==> src/rtl/uart_rx_ctrl.sv <==
// UART receive sequencing controller: oversample edge/bit counters, frame FSM,
// one-cycle strobes to the sampler/checkers/deserializer, and frame-accept strobe.
module uart_rx_ctrl #(
  parameter int unsigned DATA_WIDTH = 8,
  parameter int unsigned PRESCALE_W = 6,
  parameter int unsigned BIT_CNT_W  = 4
) (
  input  logic                  clk,
  input  logic                  rst,
  input  logic                  rx_in,
  input  logic                  par_en,
  input  logic [PRESCALE_W-1:0] prescale,
  input  logic                  strt_glitch,
  input  logic                  par_err,
  input  logic                  stp_err,
  output logic                  dat_samp_en,
  output logic [PRESCALE_W-1:0] edge_cnt,
  output logic [BIT_CNT_W-1:0]  bit_cnt,
  output logic                  strt_chk_en,
  output logic                  deser_en,
  output logic                  par_chk_en,
  output logic                  stp_chk_en,
  output logic                  data_valid
);

  localparam int unsigned PW = PRESCALE_W;
  localparam int unsigned BW = BIT_CNT_W;

  typedef enum logic [2:0] {
    IDLE   = 3'd0,
    START  = 3'd1,
    DATA   = 3'd2,
    PARITY = 3'd3,
    STOP   = 3'd4
  } state_t;

  state_t        state, state_nxt;
  logic [PW-1:0] p_q, p_nxt;
  logic [PW-1:0] edge_nxt;
  logic [BW-1:0] bit_nxt;
  logic          dv_nxt;

  logic [PW-1:0] strb_edge, last_edge;
  logic          at_strb, at_last;

  // Strobe one cycle after the sampler's third vote at H+1; decide at the last edge.
  assign strb_edge = (p_q >> 1) + PW'(2);
  assign last_edge = p_q - PW'(1);
  assign at_strb   = (edge_cnt == strb_edge);
  assign at_last   = (edge_cnt == last_edge);

  always_ff @(posedge clk or negedge rst) begin
    if (!rst) begin
      state      <= IDLE;
      p_q        <= PW'(8);
      edge_cnt   <= '0;
      bit_cnt    <= '0;
      data_valid <= 1'b0;
    end else begin
      state      <= state_nxt;
      p_q        <= p_nxt;
      edge_cnt   <= edge_nxt;
      bit_cnt    <= bit_nxt;
      data_valid <= dv_nxt;
    end
  end

  always_comb begin
    state_nxt   = state;
    p_nxt       = p_q;
    dv_nxt      = 1'b0;
    edge_nxt    = '0;
    bit_nxt     = '0;
    dat_samp_en = (state != IDLE);
    strt_chk_en = 1'b0;
    deser_en    = 1'b0;
    par_chk_en  = 1'b0;
    stp_chk_en  = 1'b0;

    if (state != IDLE) begin
      edge_nxt = at_last ? '0 : edge_cnt + PW'(1);
      bit_nxt  = at_last ? bit_cnt + BW'(1) : bit_cnt;
    end

    case (state)
      IDLE: begin
        if (!rx_in) begin
          state_nxt = START;
          p_nxt     = prescale;
        end
      end
      START: begin
        strt_chk_en = at_strb;
        if (at_last) state_nxt = strt_glitch ? IDLE : DATA;
      end
      DATA: begin
        deser_en = at_strb;
        if (at_last && (bit_cnt == BW'(DATA_WIDTH))) state_nxt = par_en ? PARITY : STOP;
      end
      PARITY: begin
        par_chk_en = at_strb;
        if (at_last) state_nxt = par_err ? IDLE : STOP;
      end
      STOP: begin
        stp_chk_en = at_strb;
        if (at_last) begin
          state_nxt = IDLE;
          dv_nxt    = !stp_err;
        end
      end
      default: state_nxt = IDLE;
    endcase

    // Counters sit at zero for the whole of IDLE, including the cycle after an abort.
    if (state_nxt == IDLE) begin
      edge_nxt = '0;
      bit_nxt  = '0;
    end
  end

endmodule

==> config.mk <==
export PLATFORM = sky130hd
export DESIGN_NAME = uart_rx_ctrl
export DESIGN_NICKNAME = d
export VERILOG_FILES = /design/src/rtl/uart_rx_ctrl.sv
export SDC_FILE = /design/constraint.sdc
export NUM_CORES = 1
export LEC_CHECK = 0
export CAP_MARGIN = 25
export CORE_MARGIN = 3
export CORE_UTILIZATION = 45
export CTS_CLUSTER_DIAMETER = 40
export DETAILED_ROUTE_END_ITERATION = 12
export PLACE_DENSITY = 0.78
export SLEW_MARGIN = 20
export SYNTH_ARGS = -nofsm -noshare
export SYNTH_HDL_FRONTEND = slang
export SYNTH_SLANG_ARGS = --single-unit
==> constraint.sdc <==
create_clock -name clk -period 1.9 [get_ports clk]
set_input_delay 0.38 -clock clk [delete_from_list [all_inputs] [get_ports clk]]
set_output_delay 0.38 -clock clk [all_outputs]
set_load 0.05 [all_outputs]
# Yosys cells after proc, flatten, opt, wreduce, memory -nomap -nowiden
# Cells that the tools add are included.
[totals] register_bits=20 latchBits=0 ram_bits=0 mem_bits_ro=0 elab_cells=45 n_memories=0
[classes] n_addsub=4 multipliers=0 n_div=0 n_lt_le_gt_ge=0 n_eq_ne=8 shift=0 n_mux=21 bitwise_logic=1 n_reduce_logical=6
[op_table] op="two-way mux 3 bit" n=7
[op_table] op="two-way mux 6 bit" n=3
[op_table] op="one-hot mux 3 bit (5 select lines)" n=1
[op_table] op="== test 6 bit" n=2
[op_table] op="two-way mux 4 bit" n=3
[op_table] op="adder 5 x 2 -> 6 bit (second input constant)" n=1
[op_table] op="adder 6 x 1 -> 6 bit (second input constant)" n=1
[op_table] op="== test 3 x 2 -> 1 bit (second input constant)" n=2
[op_table] op="logical NOT 3 bit" n=2
[op_table] op="two-way mux 1 bit" n=6
[op_table] op="subtractor 6 x 1 -> 6 bit (second input constant)" n=1
[op_table] op="adder 4 x 1 -> 4 bit (second input constant)" n=1
[op_table] op="== test 4 bit (second input constant)" n=1
[op_table] op="== test 3 x 1 -> 1 bit (second input constant)" n=1
[op_table] op="== test 3 bit (second input constant)" n=1
[op_table] op="!= test 3 x 1 -> 1 bit (second input constant)" n=1
[op_table] op="nonzero test 3 bit" n=1
[op_table] op="two-way mux 2 bit" n=1
[op_table] op="AND reduction 2 bit" n=1
[op_table] op="logical AND 1 bit" n=1
[op_table] op="logical NOT 1 bit" n=1
[op_table] op="inverter 1 bit" n=1

# Longest topological paths before layout
[logic_depth] depth_word=7 depth_mapped=8 mapped_depth_nobuf=7

# Worst setup path after synthesis
# OpenSTA, ideal clock, no wires.
[synth_path] kind="reg-to-output" from="reg p_q[3]" to="out strt_chk_en" arrival_time_ns=2.954 required_ns=1.520 slack_ns=-1.434 path_stages_with_launch=7 cell_sequence="dfstp_2 > inv_1 > ha_1 > xor2_1 > a2111oi_0 > o21ai_1 > nor4_1"
[synth_via] elab_chain_len=3
[synth_lines] element="start: declaration" line_no="38" source="logic [PW-1:0] p_q, p_nxt;"
[synth_lines] element="start signal: assignment" line_no="61" source="p_q <= p_nxt;"
[synth_lines] element="adder 5 x 2 -> 6 bit" line_no="47" source="assign strb_edge = (p_q >> 1) + PW'(2);"
[synth_lines] element="== test 6 bit" line_no="49" source="assign at_strb = (edge_cnt == strb_edge);"
[synth_lines] element="two-way mux 1 bit" line_no="85" source="case (state)"
[synth_lines] element="end: declaration" line_no="19" source="output logic strt_chk_en,"
# Every way passes these cells.

# Worst setup path in the final report
[layout_path] from="reg p_q[3]" to="out deser_en"
[layout_via] elab_chain_len=3
[layout_lines] element="adder 5 x 2 -> 6 bit" line_no="47"
[layout_lines] element="== test 6 bit" line_no="49"
[layout_lines] element="two-way mux 1 bit" line_no="85"
[layout_lines] element="end: declaration" line_no="20" source="output logic deser_en,"
# Every way passes these cells.

==> results.cfg <==
[synthesis]
synth_ff_type = dfrtp_1
async_flop_share = 1.00
synth_edf_count = 0
synth.avg_cell_area_um2 = 8.92
synth_top_area_share = 0.351
yosys_warnings = 0
syn_inst = 152
synth_cell_type_count = 44
yosysTopAreaCell = dfrtp_1
syn-cell-area_mm2 = 0.00136
synth_fp_nets = 172
ys_seq_area_frac = 0.370
synth_seq_cells = 20
synth.area.top_cells = dfrtp_1 35%, ha_1 6.5%, xor2_1 5.8%, xnor2_1 4.5%, nand3_1 4.1%

[floorplanning]
core_mm2 = 0.00281
die_h_um = 60.9
rows = 19
ioPinCount = 29
initial_core_util = 0.483
chipWidth_um = 60.9
die-area_mm2 = 0.00371

[sta]
max_freq_ghz = 0.385
max_slew_margin = 0.675
fin_crit_ps = 2600
finalSetupViolCount = 10
rsz0062_at_grt = true
skew_ps = 2.10
fin_crit_sh = 1.37
worstMarginPinSlew_ps = 486
drv_slew = 0
setup_ws_ps = -698
hold_violations = 0

[cts]
cts_root_buffer = clkbuf_4
clk_path_buf_depth = 2
clock_sinks = 20
clock_latency_ps = 310
cts_buffers = 3
cts_tree = built
holdBufCountCts = 0
htree_levels = 1
clk_pin_slew_ps = 110

[pwr]
seqPwrFrac = 0.226
leakagePower_nw = 0.883
total_power_mw = 3.47
p_clk_frac = 0.073
peakVddDrop_uv = 927
p_sw_frac = 0.479
switchingPower_mw = 1.66
p_int_mw = 1.81
pwr-share-comb = 0.701
power_density_mw_per_mm2 = 1710

[grt]
grt_antenna_before_repair = 0
grtUsageTotal = 0.214
grt_max_degree = 21
grt-ovfl-total = 0
grt_pass1_wl_mm = 5.86
grt_pass1_vias = 1273

[cells_and_area]
fillCellCount = 207
multi_input_area_um2 = 923
final_cell_mix = 35 x buf_4, 14 x dfrtp_1, 13 x clkdlybuf4s50_1, 12 x nand2_1, 11 x nand3_1
fin_cells = 233
layout_commonest_cell = buf_4
fin_util = 0.724
synthToLayoutAreaGrowth_pct = 49.8
final_cell_area_mm2 = 0.00203
diodes = 0
drive_gt1_frac = 0.381
regArea_um2 = 508
final_nets = 223

[outcome]
outcome = finished, violations left
violations = negative setup slack

[drt]
wl_per_cell_um = 15.6
ant_nets = 0
avgViaCountPerCell = 5.60
dr.first_iter.drc_count = 37
drt_pass1_iterations = 4
route.vias.total = 1305
finalWirelength_mm = 3.64
drcViolationCount = 0

[worst_setup_path]
rr_startpoint = p_q[2]$_DFFE_PN0P_
critPathMaxFanout = 4
worstSetupPathType = flop to output port
cp.required_ps = 1520
crit_end = deser_en
cp_data_arrival_time_ps = 2220
cp-start-kind = flop
worstSetupEndpointType = output port
r2r_setup_slack_ps = -160
cp-startpoint = p_q[3]$_DFFE_PN1P_
rr_endpoint = bit_cnt[3]$_DFFE_PN0P_
rr_worst_depth = 8

[job]
cap_violations = 0

[place]
dp_hpwl_mm = 2.75
place_inst = 225
io_buffers = 28
placed_cell_area_mm2 = 0.00187
gp_congestion = 0.856

[worst_hold_path]
hold_class = input pin to asynchronous set/reset pin
[power groups by stage]
stage	clock, mW	sequential, mW	combinational [mW]
floorplan	0	0.956	1.20
global placement	0	0.770	2.04
detailed placement	0	0.782	2.09
CTS	0.258	0.775	2.24
global route	0.273	0.813	2.62
finish	0.253	0.785	2.43
[critical path, cell delays in order (launching register included)]
cell and delay [ps]:
dfstp_2 570, inv_2 50, ha_4 210, xor2_1 140, a2111oi_2 200, o21ai_1 140, buf_4 190, nor3b_4 240
buf_12 170
[how the worst min path moves through the flow]
stage          slack (ps)  cells after the start                      to                   start
2_1_floorplan          80                      0  bit_cnt[0]$_DFFE_PN0P_                     rst
3_3_place_gp          570                      2  bit_cnt[1]$_DFFE_PN0P_  bit_cnt[1]$_DFFE_PN0P_
3_5_place_dp          600                      2      p_q[0]$_DFFE_PN0P_      p_q[0]$_DFFE_PN0P_
4_1_cts               400                      2      p_q[5]$_DFFE_PN0P_                     rst
5_1_grt               400                      2      p_q[5]$_DFFE_PN0P_                     rst
6_report              390                      2      p_q[5]$_DFFE_PN0P_                     rst
[sequential cells by signal (all words and copies together), names as in the netlist]
register / flops
data_valid: 1
state: 3
bit_cnt: 4
p_q: 6
edge_cnt: 6
[timing repair]
action	in CTS	in global routing
pin swaps	5	11
setup endpoints to repair	18	19
resized for setup	10	12
buffers inserted	1	3
[layer usage]
layer / track usage / up-vias / wire [um] / part of all wire
met5: 0 / - / 0 / 0
met4: 0.0712 / 0 / 63 / 0.017
met3: 0.0511 / 8 / 229 / 0.063
met2: 0.368 / 51 / 1860 / 0.51
met1: 0.262 / 619 / 1490 / 0.41
li1: - / 627 / - / -
[cells by family after synthesis]
group / Yosys count / share of synthesized area
compound gates: 28 / 0.140
buf+inv: 18 / 0.0526
xor+xnor: 17 / 0.115
simple gates: 58 / 0.226
mux: 4 / 0.0314
fa+ha+maj: 7 / 0.0646
flops: 20 / 0.370
[synthesized netlist by cell type (all sizes together), types with 2 or more instances]
cell,instances
ha,7
nor4,2
dfrtp,19
xor2,9
buf,3
nand3,11
nor2,13
o21ai,10
a21oi,3
mux2,2
and3,3
nand2,13
nor3b,2
nor3,6
or4,2
xnor2,8
inv,11
o211ai,2
nand2b,2
clkbuf,4
mux2i,2
[stage by stage]
| step | TNS [ps] | hold slack [ps] | setup WS, ps |
|---|---|---|---|
| floorplan | -1980 | 84.4 | -556 |
| global placement | -1650 | 573 | -337 |
| detailed placement | -2000 | 605 | -401 |
| CTS | -2730 | 396 | -681 |
| global route | -3930 | 405 | -755 |
| finish | -3020 | 394 | -698 |
[area by class of cell]
class	count	share of cell area
multi-input combinational	114	0.454
tap	31	0.0191
inverter	11	0.0203
timing repair buffer	53	0.238
sequential	20	0.250
clock buffer	4	0.0179
Note: power is estimated with default switching activity, not from simulation.
